<file path="src/rtl/thand.sv">
// Dual-rail threshold AND gate with NULL/DATA wavefront handshake.
// Latches a result on complete DATA and releases it on complete NULL.
module thand #(
    parameter int SYNC_STAGES = 0,
    parameter int CNT_W       = 16
) (
    input  logic             clk,
    input  logic             rst_n,
    input  logic             a0,
    input  logic             a1,
    input  logic             b0,
    input  logic             b1,
    output logic             r0,
    output logic             r1,
    output logic             done,
    output logic             err,
    output logic [CNT_W-1:0] wave_cnt
);

    typedef enum logic {
        S_NULL = 1'b0,
        S_DATA = 1'b1
    } state_t;

    state_t     state;
    logic [3:0] raw;
    logic [3:0] ev;

    assign raw = {a1, a0, b1, b0};

    generate
        if (SYNC_STAGES == 0) begin : g_nosync
            assign ev = raw;
        end else begin : g_sync
            logic [3:0] sr [SYNC_STAGES];

            // Shift raw rails through the synchronizer chain
            always_ff @(posedge clk or negedge rst_n) begin
                if (!rst_n) begin
                    for (int i = 0; i < SYNC_STAGES; i++) begin
                        sr[i] <= '0;
                    end
                end else begin
                    sr[0] <= raw;
                    for (int i = 1; i < SYNC_STAGES; i++) begin
                        sr[i] <= sr[i-1];
                    end
                end
            end

            assign ev = sr[SYNC_STAGES-1];
        end
    endgenerate

    logic ea1, ea0, eb1, eb0;
    logic a_null, b_null, a_data, b_data, bad_code;

    assign {ea1, ea0, eb1, eb0} = ev;
    assign a_null   = ~ea1 & ~ea0;
    assign b_null   = ~eb1 & ~eb0;
    assign a_data   = ea1 ^ ea0;
    assign b_data   = eb1 ^ eb0;
    assign bad_code = (ea1 & ea0) | (eb1 & eb0);

    // Wavefront FSM: latch on full DATA, release on full NULL, freeze on illegal
    always_ff @(posedge clk or negedge rst_n) begin
        if (!rst_n) begin
            state    <= S_NULL;
            r0       <= 1'b0;
            r1       <= 1'b0;
            done     <= 1'b0;
            err      <= 1'b0;
            wave_cnt <= '0;
        end else begin
            unique case (1'b1)
                bad_code: begin
                    err <= 1'b1;
                end
                (state == S_NULL) && a_data && b_data: begin
                    state <= S_DATA;
                    r1    <= ea1 & eb1;
                    r0    <= ~(ea1 & eb1);
                    done  <= 1'b1;
                end
                (state == S_DATA) && a_null && b_null: begin
                    state    <= S_NULL;
                    r0       <= 1'b0;
                    r1       <= 1'b0;
                    done     <= 1'b0;
                    wave_cnt <= wave_cnt + 1'b1;
                end
                default: begin
                end
            endcase
        end
    end

endmodule

</file>
<file path="config.mk">
export PLATFORM = sky130hd
export DESIGN_NAME = thand
export DESIGN_NICKNAME = d
export VERILOG_FILES = /design/src/rtl/thand.sv
export SDC_FILE = /design/constraint.sdc
export NUM_CORES = 1
export LEC_CHECK = 0
export ABC_AREA = 1
export CAP_MARGIN = 0
export CELL_PAD_IN_SITES_DETAIL_PLACEMENT = 1
export CELL_PAD_IN_SITES_GLOBAL_PLACEMENT = 1
export CORE_UTILIZATION = 35
export DETAILED_ROUTE_END_ITERATION = 8
export PLACE_DENSITY_LB_ADDON = 0.1
export SETUP_SLACK_MARGIN = 0.1
export SLEW_MARGIN = 20
export SYNTH_ARGS = -nofsm -noshare
export SYNTH_HDL_FRONTEND = slang
export SYNTH_SLANG_ARGS = --single-unit
</file>
<file path="constraint.sdc">
create_clock -name clk -period 1.6 [get_ports clk]
set_input_delay 0.32 -clock clk [delete_from_list [all_inputs] [get_ports clk]]
set_output_delay 0.32 -clock clk [all_outputs]
set_load 0.02 [all_outputs]
</file>
; Word level (Yosys, flattened, before mapping)
; Cells that the tools add are included.
[totals]
register_bits = 20
output_inout_bits = 20
wordCells = 28
[classes]
addsub = 1
mux = 3
bitwise_logic = 14
reduce_logical = 5
[op_table]
columns = operator, count
row1 = $add A16 B1 Y16 const B, 1
row2 = $not A1 Y1, 6
row3 = $pmux W1 S2, 3
row4 = $and A1 B1 Y1, 5
row5 = $logic_and A1 B1 Y1, 4
row6 = $reduce_bool A2 Y1, 1
row7 = $xor A1 B1 Y1, 2
row8 = $or A1 B1 Y1, 1

; Longest topological paths before layout
[logic_depth]
word_depth = 5
depth_mapped = 9
depth_no_buf = 9

; Worst setup path after synthesis
; No wires, ideal clock.
[synth_path]
path_kind = reg2reg
start = register wave_cnt[1]
end = register wave_cnt[14]
arrival_ps = 1264
slack_ps = 218
path_stages_with_launch = 9
period_less_slack_ps = 1382
cell_sequence = dfrtp_1 -> ha_1 -> nand2_1 -> inv_1 -> nand3_1 -> nor2_1 -> nand3_1 -> nand2_1 -> nand2_1
[synth_via]
elab_chain_cells = 1
[synth_lines]
columns = item, line
row1 = "start, declared", 17  ; output logic [CNT_W-1:0] wave_cnt
row2 = "start signal, assigned", 90  ; wave_cnt <= wave_cnt + 1'b1;
row3 = $add A16 B1 Y16, 90
; No other way between the ends.
; A chain may end at the register's enable or synchronous reset.

; Final worst setup path
[layout_path]
start = register wave_cnt[9]
end = output wave_cnt[9]
; No word-level cell between the ends.

==> results.cfg <==
[run_status]
outcome = finished, violations left
violations = DRC

[critical_path]
timing_worst_setup_path_type = reg -> out
worstSetupEndpoint = wave_cnt[9]
critical_path.cell_chain = dlygate4sd2_1
critical_path.reg2reg.startpoint = wave_cnt[1]$_DFFE_PN0P_
cp.required_ps = 1280
startpoint = wave_cnt[9]$_DFFE_PN0P_
setup.worst_path.start_class = flop
timing.critical_path.buf_inv = 1
cpLargestDelayFamily = flip-flops
r2r_setup_slack_ps = 220
reg2regPathDepth = 8
critical_path.max_stage_delay_ps = 430
crit_slowest_cell = dfrtp_1
cp.depth = 1
critPathCaptureType = primary output
peak_fanout_along_the_critical_path = 4
worst_ep_arrival_time_ps = 1090
worst_flop_to_flop_path_endpoint = wave_cnt[14]$_DFFE_PN0P_

[grt]
grtUsageTotal_pct = 17.2
grt_remaining_overflow = 0
first_pass_grt_wire_length_mm = 4.22
via_count_of_the_first_global_routing_pass = 919
grt_max_degree = 21
antenna_found_initial = 0

[die]
die_height_um = 57.0
core_region_area_mm2 = 0.00281
design.die.area_mm2 = 0.00325
design.portCount = 26
floorplan.rows = 19
die_w_um = 57.0
starting_density_pct = 37.7

[placement]
port-buffer-count = 25
dp.final_hpwl_mm = 1.85
placement.cell_area_mm2 = 0.00139
routabilityCongestion = 0.739

[sta]
unrepaired_setup_endpoints_after_global_routing = true
final_min_period_over_clock_period_pct = 88.1
tightestPinTransition_ps = 428
timing.final.max_slew_violations = 0
period_minus_slack_ps = 1410
final.hold.worst_slack_ps = 347
max_slew_margin_pct = 71.2
fin_worst_skew_ps = 4.49
setup-violations-final = 0
max_freq_ghz = 0.709
final-hold-violation-count = 0

[power_and_ir_drop]
power_density_mw_per_mm2 = 902
power.ir.vdd_worst_v = 0.000714
p_leak_nw = 0.796

[final_layout]
layout.nets = 172
drive_above_1_share_pct = 16.4
flow.area_growth_from_synthesis_pct = 35.5
post-route-cell-area_mm2 = 0.00143
antenna_diode_instance_count = 0

[run]
max_cap_violations = 0

[min_path]
hold_path_class = in -> async

[synthesis]
post-synth-top-area-fraction_pct = 47.3
post_synth_most_frequent_cells = 30 x nand2_1, 20 x dfrtp_1, 20 x inv_1, 10 x nor2_1, 8 x nand3_1
synth_edf_count = 0
synth-async-reset-ratio_pct = 100
netlist_instances = 123
synth_top_flop_cell = dfrtp_1
yosysUniqueCellTypes = 19
ys_seq_area_share_pct = 47.3
syn_area_mm2 = 0.00106
ys_warn_count = 0
post_synthesis_register_bit_count = 20
post_synth_main_area_contributors = dfrtp_1 47%, nand2_1 11%, inv_1 7.1%
synthDominantAreaCellType = dfrtp_1
postSynthAreaPerCell_um2 = 8.61
synthMostInstantiatedCell = nand2_1
synthesis.nets = 134

[routing]
postRouteWirelength_mm = 2.32
route.antenna.remaining_nets = 0
detailed_route_via_count = 881
route.detailed.vias_per_inst = 4.64
route.detailed.drc = 2
detail_route.wl_per_cell_um = 12.2
iter_0_drt_violations = 26
firstDrtPassIters = 5

[clock_tree]
buffer_levels_on_the_longest_clock_path = 2
cts.clk_slew.worst_paths_ps = 110
cts_sink_count = 20
clock_tree.htree_level_count = 1
clock_tree.root_cell = clkbuf_4
clock_insertion_delay_worst_skew_ps = 300
tritoncts_clock_tree = yes
cts-buffers-inserted = 3
kinds of logic after synthesis:
| logic type | share of synthesized area, % |
|---|---|
| compound gates | 2.36 |
| xor+xnor | 6.62 |
| fa+ha+maj | 5.91 |
| buf+inv | 7.56 |
| flops | 47.3 |
| simple gates | 30.3 |
per-stage QoR:
step                cells  power [mW]  utilization [%]  worst slack, ps  setup TNS, ps
global placement      185        1.11             49.6             -133          -1240
floorplan             123       0.891                -              218              0
global route          190        1.38             51.1             64.8              0
finish                190        1.29             51.1              190              0
CTS                   188        1.32             49.6              157              0
detailed placement    185        1.13             49.6             -180          -1740
how the worst min path moves through the flow:
stage | slack (ps) | to | depth (start not counted)
after floorplan | 20 | done$_DFFE_PN0P_ | 0
after global placement | 450 | err$_DFFE_PN0P_ | 1
after detailed placement | 450 | err$_DFFE_PN0P_ | 1
after CTS | 340 | wave_cnt[6]$_DFFE_PN0P_ | 2
after global routing | 360 | wave_cnt[14]$_DFFE_PN0P_ | 2
final | 350 | wave_cnt[14]$_DFFE_PN0P_ | 2
routing by layer:
layer / global-route usage [%] / share of wire (%) / vias to the layer above
met5: 0 / 0 / -
met4: 8.36 / 2.3 / 0
met3: 2.04 / 4.6 / 5
met2: 28.4 / 46 / 20
met1: 22.4 / 47 / 405
li1: - / - / 451
placed cells by master, fill, tap and decap left out, types with 2 or more instances in the layout:
cell type and n:
a21oi_1 2, buf_4 8, clkbuf_4 3, dfrtp_1 20
dlygate4sd2_1 20, dlymetal6s2s_1 4, ha_1 3, inv_1 19
nand2_1 30, nand2_2 4, nand3_1 8, nand4_1 2
nor2_1 9, nor2_2 2, nor2_4 4, nor3_1 2
o21ai_0 3, xnor2_1 3, xor2_1 5
area by class of cell:
cell class	instances	area [um^2]
multi-input combinational	82	495
inverter	21	81.3
fill	355	1370
timing repair buffer	33	295
clock buffer	3	22.5
tap	31	38.8
sequential	20	500
flip-flops by register name, summed over array words and instances (netlist names):
signal,flops
done,1
err,1
r0,1
r1,1
wave_cnt,16
worst register-to-register path: stages (launching register included):
cell and delay (ps):
dfrtp_1 400, ha_1 180, nand2_1 110, inv_1 80
nand3_1 90, nor2_1 210, nand3_1 100, nand2_1 70
nand2_1 40
power breakdown:
part	internal (mW)	leakage, nW	total, mW	switching [mW]
Sequential	0.585	0.246	0.657	0.0719
Combinational	0.160	0.537	0.396	0.236
Clock	0.0880	0.0138	0.241	0.153
Total	0.833	0.796	1.29	0.461
repair_timing:
item                       4_1_cts  5_1_grt
hold buffers                     0        0
buffers inserted                 0        2
cloned                           0        0
setup endpoints to repair       20        6
pin swaps                        0        4
gates resized for setup         20       10
Power figures use the tool's default switching activity.
